$ cat config.mk
export PLATFORM = sky130hd
export DESIGN_NAME = cipher_session_ctrl
export DESIGN_NICKNAME = d
export VERILOG_FILES = /design/src/rtl/cipher_pkg.sv /design/src/rtl/enter_edge_sync.sv /design/src/rtl/cipher_session_ctrl.sv
export SDC_FILE = /design/constraint.sdc
export NUM_CORES = 1
export LEC_CHECK = 0
export BUFFER_PORTS_ARGS = -buffer_cell sky130_fd_sc_hd__buf_2
export CORE_ASPECT_RATIO = 0.7
export CORE_MARGIN = 3
export CORE_UTILIZATION = 30
export CTS_CLUSTER_SIZE = 20
export DETAILED_ROUTE_END_ITERATION = 16
export SLEW_MARGIN = 40
export SYNTH_ARGS = -nofsm -noshare
export SYNTH_HDL_FRONTEND = slang
export SYNTH_HIERARCHICAL = 1
export SYNTH_SLANG_ARGS = --single-unit
$ cat constraint.sdc
create_clock -name clk -period 6.8 [get_ports clk]
set_input_delay 1.36 -clock clk [delete_from_list [all_inputs] [get_ports clk]]
set_output_delay 1.36 -clock clk [all_outputs]
set_load 0.05 [all_outputs]
$ cat src/rtl/cipher_pkg.sv
// cipher_pkg: shared state encodings, display characters and key-index width helper
package cipher_pkg;
  localparam logic [2:0] IDLE = 3'd0;
  localparam logic [2:0] KEY  = 3'd1;
  localparam logic [2:0] ENCR = 3'd2;
  localparam logic [2:0] CALC = 3'd3;
  localparam logic [2:0] SEND = 3'd4;
  localparam logic [7:0] SPC_ASCII  = 8'h20;
  localparam logic [7:0] ECHO_ASCII = 8'h2A;
  function automatic int idxw(input int n);
    return (n > 2) ? $clog2(n) : 1;
  endfunction
endpackage

$ cat src/rtl/enter_edge_sync.sv
// enter_edge_sync: synchronizes the raw enter button and emits a one-cycle pulse on its rising edge
module enter_edge_sync #(
  parameter int SYNC_STAGES = 2
) (
  input  logic clk,
  input  logic rst,
  input  logic enter,
  output logic enter_p
);
  logic [SYNC_STAGES-1:0] sync;
  logic prev;
  always_ff @(posedge clk or posedge rst)
    if (rst) begin
      sync <= '0;
      prev <= 1'b0;
    end else begin
      sync <= {sync[SYNC_STAGES-2:0], enter};
      prev <= sync[SYNC_STAGES-1];
    end
  assign enter_p = sync[SYNC_STAGES-1] & ~prev;
endmodule

$ cat src/rtl/cipher_session_ctrl.sv
// cipher_session_ctrl: key capture and keyboard -> cipher -> VGA session sequencer.
// Define KEY_ECHO_EN to echo '*' to the display for every stored key byte.
module cipher_session_ctrl
  import cipher_pkg::*;
#(
  parameter int KEY_LEN     = 4,
  parameter int SYNC_STAGES = 2,
  localparam int IDXW       = idxw(KEY_LEN)
) (
  input  logic                 clk,
  input  logic                 reset,
  input  logic                 enter,
  input  logic                 kb_valid,
  input  logic [7:0]           kb_char,
  output logic [8*KEY_LEN-1:0] key_out,
  output logic [IDXW-1:0]      key_idx,
  output logic [7:0]           cipher_in,
  input  logic [7:0]           cipher_out,
  output logic                 vga_valid,
  output logic [7:0]           vga_char,
  input  logic                 vga_ready,
  output logic [2:0]           state,
  output logic                 kb_dropped
);
  localparam int CW = $clog2(KEY_LEN + 1);
  logic enter_p, pend, go, busy, last;
  logic [CW-1:0] count;
`ifdef KEY_ECHO_EN
  logic echo, echo_last;
`endif

  enter_edge_sync #(.SYNC_STAGES(SYNC_STAGES)) u_sync (
    .clk(clk), .rst(reset), .enter(enter), .enter_p(enter_p)
  );

  // a pending enter from CALC/SEND acts like a fresh press once the transfer is done
  assign go   = enter_p | pend;
  assign busy = (state == CALC) || (state == SEND);
  assign last = count == CW'(KEY_LEN - 1);

  always_ff @(posedge clk or posedge reset)
    if (reset) begin
      state      <= IDLE;
      key_out    <= '0;
      key_idx    <= '0;
      count      <= '0;
      cipher_in  <= SPC_ASCII;
      vga_char   <= SPC_ASCII;
      vga_valid  <= 1'b0;
      kb_dropped <= 1'b0;
      pend       <= 1'b0;
`ifdef KEY_ECHO_EN
      echo       <= 1'b0;
      echo_last  <= 1'b0;
`endif
    end else begin
      case (state)
        IDLE: if (enter_p) begin
          state      <= KEY;
          key_out    <= '0;
          key_idx    <= '0;
          count      <= '0;
          kb_dropped <= 1'b0;
          pend       <= 1'b0;
        end
        KEY: if (go) begin
          state <= ENCR;
          pend  <= 1'b0;
        end else if (kb_valid) begin
          key_out[8*count +: 8] <= kb_char;
          count <= count + 1'b1;
`ifdef KEY_ECHO_EN
          vga_char  <= ECHO_ASCII;
          vga_valid <= 1'b1;
          echo      <= 1'b1;
          echo_last <= last;
          state     <= SEND;
`else
          if (last) state <= ENCR;
`endif
        end
        ENCR: if (go) begin
          state   <= IDLE;
          key_out <= '0;
          pend    <= 1'b0;
        end else if (kb_valid) begin
          cipher_in <= kb_char;
          state     <= CALC;
        end
        CALC: begin
          vga_char  <= cipher_out;
          vga_valid <= 1'b1;
          state     <= SEND;
        end
        SEND: if (vga_ready) begin
          vga_valid <= 1'b0;
`ifdef KEY_ECHO_EN
          echo <= 1'b0;
          if (echo) state <= echo_last ? ENCR : KEY;
          else begin
            key_idx <= (key_idx == IDXW'(KEY_LEN - 1)) ? '0 : key_idx + 1'b1;
            state   <= ENCR;
          end
`else
          key_idx <= (key_idx == IDXW'(KEY_LEN - 1)) ? '0 : key_idx + 1'b1;
          state   <= ENCR;
`endif
        end
        default: state <= IDLE;
      endcase
      if (busy && kb_valid) kb_dropped <= 1'b1;
      if (busy && enter_p) pend <= 1'b1;
    end
endmodule
[After elaboration in Yosys (flattened, before gate mapping)]
Index checks and enable logic that the tools add are counted.
Operators by class
  add/sub/neg operators: 3
  multiply operators: 0
  divide/modulo/power cells: 0
  magnitude comparators: 0
  eq/ne operators: 16
  shift-type cells: 2
  mux-type cells: 30
  bitwise logic cells: 4
  reduce and logical (&&, ||, !) cells: 20
Operators by type and width (number)
  32-bit two-way mux: 4
  32-bit case mux with 3 select lines: 1
  6-bit negator with 34-bit output: 1
  8-bit by 34-bit variable shift with 32-bit output (first input constant): 1
  8-bit by 34-bit indexed part select with 32-bit output: 1
  32-bit bitwise mux: 1
  3-bit two-way mux: 10
  3-bit case mux with 5 select lines: 1
  3-bit != test (second input constant): 4
  2-bit != test (second input constant): 5
  5-bit AND reduction: 2
  2-bit nonzero test: 5
  3-bit by 2-bit equality test with 1-bit output (second input constant): 3
  3-bit AND reduction: 3
  1-bit two-way mux: 6
  2-bit two-way mux: 3
  3-bit case mux with 2 select lines: 1
  3-bit nonzero test: 2
  1-bit case mux with 2 select lines: 2
  2-bit case mux with 2 select lines: 1
  2-bit AND reduction: 2
  4-bit AND reduction: 1
  3-bit by 1-bit adder with 3-bit output (second input constant): 1
  3-bit by 1-bit equality test with 1-bit output (second input constant): 1
  11 further kinds: 13
Word-level totals
  register bits: 62
  bits in latches: 0
  RAM bits: 0
  memory bits (read-only): 0
  bits of input ports: 21
  output and inout port bits: 55
  logic and storage cells: 86
  memories kept: 0

[Logic depth before layout (Yosys ltp)]
Gate-level depths: netlist (run 1).
  word-level depth: 6
  gate-level depth with buffers: 7
  mapped depth without buffers: 7

[Hierarchy]
Netlist (run 1), hierarchy kept.
By module, submodules not included
  cipher_session_ctrl: times used 1, cells an instance 201, area an instance 2526.2 um^2, sequential area each 1478.9 um^2
  enter_edge_sync: times used 1, cells an instance 5, area an instance 92.6 um^2, sequential area each 75.1 um^2

[Worst setup path after synthesis (run 1)]
OpenSTA, ideal clock, no wires.
  kind: input -> register
  start point: input kb_valid
  end point: register cipher_in[0]
  setup time: 0.125 ns
  arrival: 2.757 ns
  required time: 6.675 ns
  path slack: 3.918 ns
  cell stages on the path: 5
  buffers on the path: 2
  cell sequence: or3b_1 > clkbuf_1 > or4b_1 > buf_4 > mux2_4
Between the ends
  cells in the longest elaborated chain, start to end: 1
Ends and longest elaborated chain
  start, declared: RTL line cipher_session_ctrl.sv:13  | input logic kb_valid,
  3-bit AND reduction (no line)
  end signal, assigned: RTL line cipher_session_ctrl.sv:87  | cipher_in <= kb_char;
  end, declared: RTL line cipher_session_ctrl.sv:17  | output logic [7:0] cipher_in,
No other way between the ends.
A chain may end at the register's enable or synchronous reset.

[Final worst setup path (run 1)]
  start point: input kb_valid
  end point: register cipher_in[2]
The elaborated chain is that of the path after synthesis.

==> reports/results.md, run 1 <==
Status
- run status: finished, final reports clean

Clock network
- Hold-fix buffers, CTS: 0
- count of clock tree sinks: 62
- Root Buffer: clkbuf_16
- largest buffer count on any clock path: 2
- clock tree from TritonCTS: done
- Clk pin slew, worst setup/hold paths: 50 ps
- latest clock arrival within the worst-skew pair: 320 ps
- clock buffer count from CTS: 9
- post-cts repair resize count: 0
- H-tree Lvls: 3
- number of setup buffers added after CTS: 0

Yosys
- share of flip-flops with an asynchronous set or reset: 100%
- post-synthesis sequential area ratio: 59.3%
- net count after synthesis: 232
- count of unique library cells instantiated by Yosys: 40
- number of enable-type register cells in the synthesized netlist: 0
- cell area after technology mapping: 2620 um2
- Synthesis Warnings: 6
- number of flip-flops and latches in the synthesized netlist: 62
- share of Yosys cell area claimed by the top area cell type: 57.3%
- top area cells in the synthesized netlist: dfrtp_1 (57%), a22o_1 (11%), mux2_4 (4.6%)
- library cell occupying the most area in the post-synthesis netlist: dfrtp_1
- synthesized instance count: 206
- most frequent cell after synthesis: dfrtp_1
- leading post-synthesis cells by instance count: dfrtp_1 (60), a22o_1 (33), nand2_1 (14)
- most common flop cell mapped by yosys: dfrtp_1
- average cell area after synthesis: 12.7 um2

Pwr
- maximum VDD drop: 283 uV
- net switching power: 0.745 mW
- switching part of the total power: 41.6%
- cell area power density: 516 nW/um2
- part of the total power dissipated in sequential elements: 30.8%
- cell-internal power: 1.05 mW
- part of the total power dissipated in combinational logic: 40.0%
- static power due to leakage: 1.75 nW
- share of power burned in the clock network: 29.2%

Global route
- first-pass GRT wire length: 10800 um
- vias in the first global route: 2035
- antenna violations before repair: 0
- global-route usage over all layers: 13.6%
- overall overflow remaining after global route: 0
- pin count of the biggest net entering global routing: 41

Worst setup path
- maximum fanout count along the critical path: 8
- Slowest cell on crit path: or4b_1
- count of buffer and inverter cells on the critical path: 1
- Worst EP required: 7000 ps
- Critical Setup Path Class: input port to flip-flop
- peak per-stage delay on the critical path: 800 ps
- reg-to-reg critical path endpoint: key_out[18]$_DFFE_PP0P_
- worst reg-to-reg path cell count: 7
- endpoint kind of the worst setup timing path: flip-flop
- FF-to-FF setup slack: 4380 ps
- reg-to-reg critical path startpoint: count[0]$_DFFE_PP0P_
- worst-path cell chain: buf_2 > or3b_1 > or4b_1 > mux2_4
- category of the worst setup path launch point: input port
- data arrival time at the worst-slack endpoint: 3180 ps
- delay-heaviest family, CP: simple AND/OR/NAND/NOR gates

Routing
- Pre-Repair DR Iteration Count: 4
- number of nets still failing antenna checks after routing: 0
- detailed-route wire length: 6450 um
- Vias/cell: 4.94
- Routed wire per std cell: 15.8 um
- total number of vias: 2014
- detailed-route DRC error count: 0
- Iteration-0 DRC Markers: 97

Die
- overall die height: 84.2 um
- full die area: 9900 um2
- initial standard-cell utilization of the core: 32.0%
- # IOs: 76
- Chip Width: 118 um
- placeable core region: 8180 um2
- Std-Cell Rows: 27

Layout
- final non-filler cell area: 3470 um2
- proportion of layout cells with a drive suffix above 1: 38.4%
- area growth from synthesis to final layout: 32.5%
- number of filler instances in the final layout: 763
- Final Net Count: 313
- antenna cell count: 0

Timing
- minimum period implied by the final worst setup slack: 2980 ps
- worst rel slew slack: 50.6%
- RSZ-0062 raised after global routing: no
- total count of hold-check failures in the final report: 0
- final setup fails: 0
- Highest Clock Rate: 336 MHz
- portion of the clock cycle consumed by the worst path in the final layout: 43.8%
- count of pins over their slew limit: 0
- transition time of the tightest slew-check pin: 736 ps
- Clock Skews: 4.56 ps
- Total Negative Setup Slacks: 0 ps

Place
- Placer Congestion: 0.786
- instance area after placement: 3120 um2
- half-perimeter wire length after detailed placement: 4680 um
- Port Buffers: 75

Hold path
- cell depth of the worst min-delay path: 0
- Hold Path Sink: u_sync/sync[1]$_DFF_PP0_
- Hold WC Path Type: flip-flop to flip-flop
- critical hold path startpoint: u_sync/sync[0]$_DFF_PP0_

Run
- Maximum Capacitance Violations: 0

==> worst register-to-register path: cells and delay by family, from the launching register on <==
kind                     cells  cell delay, ps
AO/OA/AOI/OAI                1             210
flip-flops                   1             480
AND/OR/NAND/NOR              3             960
adder cells (fa/ha/maj)      2             560
buffers and inverters        1             140
==> sequential cells by signal (all words and copies together) (netlist names) <==
name / flops
vga_char: 8
state: 3
u_sync/sync: 2
u_sync/prev: 1
key_idx: 2
kb_dropped: 1
cipher_in: 8
vga_valid: 1
count: 3
pend: 1
key_out: 32
==> through the flow <==
| step | hold slack (ps) | worst slack (ps) | power (mW) | util, % | instances |
|---|---|---|---|---|---|
| 2_1_floorplan | 331 | 3920 | 1.10 | - | 206 |
| 3_3_place_gp | 333 | 3550 | 1.27 | 38.2 | 392 |
| 3_5_place_dp | 355 | 3510 | 1.27 | 38.2 | 392 |
| 4_1_cts | 373 | 3830 | 1.80 | 42.4 | 408 |
| 5_1_grt | 379 | 3750 | 1.88 | 42.5 | 408 |
| 6_report | 366 | 3820 | 1.79 | 42.5 | 408 |
==> worst max path at each step <==
stage                   from                  endpoint  slack (ps)  cells past startpoint
floorplan           kb_valid  cipher_in[0]$_DFFE_PP0P_        3920                      5
global route        kb_valid  cipher_in[2]$_DFFE_PP0P_        3750                      4
CTS                 kb_valid  cipher_in[2]$_DFFE_PP0P_        3830                      4
global placement    kb_valid  cipher_in[4]$_DFFE_PP0P_        3550                      4
finish              kb_valid  cipher_in[2]$_DFFE_PP0P_        3820                      4
detailed placement  kb_valid  cipher_in[6]$_DFFE_PP0P_        3510                      4
==> cells in the final DEF (no fill, tap or decap), types with 4 or more instances in the layout <==
cell type   n
buf_2      75
o21ai_1     7
mux2_2      8
a21oi_1     4
nor2_1      9
o2bb2ai_1   4
dfrtp_1    60
mux2_4      8
ha_1        5
o21ai_0     4
clkbuf_16   9
a22o_1     33
nand2_1    14
inv_1       7
==> power by group through the flow <==
stage	combinational, mW	sequential, mW	clock, mW
final	0.717	0.552	0.522
after global routing	0.767	0.567	0.551
after CTS	0.719	0.552	0.532
after detailed placement	0.717	0.554	0
after global placement	0.709	0.556	0
after floorplan	0.270	0.831	0
==> logic make-up (layout without fill, tap and decap cells) <==
group,Yosys count,after routing,share of synthesized area [%]
flip-flops,62,62,59.3
AND/OR/NAND/NOR,49,49,10.4
multiplexers,16,16,8.03
buffers and inverters,14,100,2.20
adder cells (fa/ha/maj),5,5,2.39
AO/OA/AOI/OAI,60,60,17.7
==> metal layers <==
metal	global-route usage, %	part of all wire, %	vias to the layer above
li1	-	-	934
met1	19.2	49	1009
met2	19.9	44	67
met3	5.52	6.5	4
met4	2.23	0.42	0
met5	0	0	-
==> cell type report <==
class	count	area [um2]	area share, %
clock buffers	12	246	7.10
clock inverters	4	95.1	2.74
inverters	8	30.0	0.865
multi-input cells	130	1020	29.3
flip-flops and latches	62	1550	44.8
well taps	116	145	4.18
repair buffers	76	383	11.0
(Power assumes the default switching activity.)
==> run 2, diff against run 1 <==
==> constraint.sdc (replaced) <==
create_clock -name clk -period 2.75 [get_ports clk]
set_input_delay 0.55 -clock clk [delete_from_list [all_inputs] [get_ports clk]]
set_output_delay 0.55 -clock clk [all_outputs]
set_load 0.05 [all_outputs]
==> run 2 against run 1 <==
  * Sequential power up 140%
  * Final area is 0.32% lower
  * Critical endpoint is now key_out[20]$_DFFE_PP0P_
  * Die area unchanged
  * Clock skew increased by 0.95 ps
  * Critical path depth is 4 higher
  * Highest routed layer unchanged
==> reports/results.md, run 2 (synthesis results as in run 1) <==
Status
- run status: finished, final reports clean

Clock network
- clock tree from TritonCTS: done
- post-cts repair resize count: 0, unchanged
- largest buffer count on any clock path: 2, unchanged
- clock buffer count from CTS: 9, unchanged
- H-tree Lvls: 3, unchanged
- number of setup buffers added after CTS: 0, unchanged
- Clk pin slew, worst setup/hold paths: 50 ps, about the same
- Root Buffer: clkbuf_16
- count of clock tree sinks: 62, unchanged
- latest clock arrival within the worst-skew pair: 320 ps, about the same
- Hold-fix buffers, CTS: 0, unchanged

Routing
- total number of vias: 1988, -1.3%
- detailed-route DRC error count: 0, unchanged
- Iteration-0 DRC Markers: 104, +7.2%
- Pre-Repair DR Iteration Count: 4, unchanged
- detailed-route wire length: 6570 um, +1.9%
- Vias/cell: 4.83, -2.2%
- Routed wire per std cell: 16.0 um, +0.89%
- number of nets still failing antenna checks after routing: 0, unchanged

Layout
- most common library cell in the layout ignoring fill and taps: buf_2
- count of non-filler cells in the finished layout: 412, +0.98%
- most frequent cells in the layout: buf_2 (75), dfrtp_1 (60), a22o_1 (33), nand2_1 (14)
- largest registers: key_out (32), cipher_in (8), vga_char (8)
- register ranked first by flip-flop count: key_out
- final non-filler cell area: 3460 um2, -0.32%
- antenna cell count: 0, unchanged
- area growth from synthesis to final layout: 32.1%
- Final Net Count: 318, +1.6%
- proportion of layout cells with a drive suffix above 1: 38.9%, +0.50 points
- core utilization of the finished layout: 42.3%, -0.14 points
- number of flip-flops under the largest register name: 32, unchanged

Worst setup path
- worst reg-to-reg path cell count: 8, +1
- Worst path most repeated cell: ha_1
- FF-to-FF setup slack: 450 ps, -3930 ps
- count of buffer and inverter cells on the critical path: 2, +1
- delay-heaviest family, CP: adder cells
- Worst EP required: 2950 ps, -4050 ps
- worst-path cell chain: inv_1 > ha_1 > ha_1 > nand3b_1 > nor3_1 > o21ai_1 > buf_4 > a22o_1
- reg-to-reg critical path startpoint: count[0]$_DFFE_PP0P_
- start point of the critical path: count[0]$_DFFE_PP0P_
- peak per-stage delay on the critical path: 500 ps, -300 ps
- Critical Setup Path Class: flip-flop to flip-flop
- category of the worst setup path launch point: flip-flop
- maximum fanout count along the critical path: 9, +1
- data arrival time at the worst-slack endpoint: 2500 ps, -680 ps
- Slowest cell on crit path: dfrtp_1
- reg-to-reg critical path endpoint: key_out[20]$_DFFE_PP0P_
- endpoint kind of the worst setup timing path: flip-flop

Die
- Chip Width: 118 um, unchanged
- initial standard-cell utilization of the core: 32.0%, unchanged
- overall die height: 84.2 um, unchanged
- # IOs: 76, unchanged
- Std-Cell Rows: 27, unchanged
- placeable core region: 8180 um2, unchanged
- full die area: 9900 um2, unchanged

Hold path
- Hold WC Path Type: input port to async pin

Timing
- minimum period implied by the final worst setup slack: 2300 ps
- transition time of the tightest slew-check pin: 620 ps, -116 ps
- portion of the clock cycle consumed by the worst path in the final layout: 83.5%
- hold_ws: 104 ps, -262 ps
- Clock Skews: 5.51 ps, +0.947 ps
- Highest Clock Rate: 435 MHz
- worst rel slew slack: 58.5%, +7.9 points
- total count of hold-check failures in the final report: 0, unchanged
- Total Negative Setup Slacks: 0 ps, unchanged
- final setup fails: 0, unchanged
- RSZ-0062 raised after global routing: no
- count of pins over their slew limit: 0, unchanged
- minimum setup slack in the final design: 454 ps, -3370 ps

Pwr
- overall power of the completed layout: 4.27 mW, +140%
- cell area power density: 1230 nW/um2, +140%
- maximum VDD drop: 724 uV, +160%
- static power due to leakage: 1.76 nW, +0.19%

Global route
- global-route usage over all layers: 14.0%, +0.45 points
- antenna violations before repair: 0, unchanged
- vias in the first global route: 2056, +1.0%
- first-pass GRT wire length: 11100 um, +2.8%
- pin count of the biggest net entering global routing: 48, +17%
- overall overflow remaining after global route: 0, unchanged

Place
- # placed instances: 397, +1.3%
- half-perimeter wire length after detailed placement: 4770 um, +1.8%
- instance area after placement: 3170 um2, +1.4%
- Port Buffers: 75, unchanged
- post-placement worst setup slack: 301 ps, -3210 ps
- Placer Congestion: 0.823, +4.7%

Run
- Maximum Capacitance Violations: 0, unchanged

[run 2: cell types whose count changed in the layout (fill, tap and decap cells not counted), sizes merged]
cell	change
bufinv	-2
clkinvlp	+1
buf	+5
clkinv	+1
clkbuf	-1
[run 2: layout make-up]
cell class	instances	area, um2
Sequential cell	62	1550
Multi-Input combinational cell	130	1010
Tap cell	116	145
Clock inverter	4	47.5
Timing Repair Buffer	81	433
Inverter	8	30.0
Fill cell	816	4720
Clock buffer	11	243
[run 2: power by group]
group / internal (mW) / switching (mW)
Sequential: 1.16 / 0.192
Combinational: 0.550 / 1.28
Clock: 0.717 / 0.376
[run 2: routing by layer]
layer	part of all wire, %	vias to the layer above	track usage (%)
met5	0	-	0
met4	0.35	0	2.98
met3	7.2	4	6.20
met2	41	63	19.1
met1	51	979	20.4
li1	-	942	-
[run 2: how the worst max path moves through the flow]
| stage | cells after the start | to |
|---|---|---|
| final | 8 | key_out[20]$_DFFE_PP0P_ |
| after detailed placement | 4 | cipher_in[2]$_DFFE_PP0P_ |
| after global placement | 4 | cipher_in[0]$_DFFE_PP0P_ |
| after CTS | 4 | cipher_in[0]$_DFFE_PP0P_ |
| after global routing | 8 | key_out[18]$_DFFE_PP0P_ |
| after floorplan | 7 | key_out[16]$_DFFE_PP0P_ |
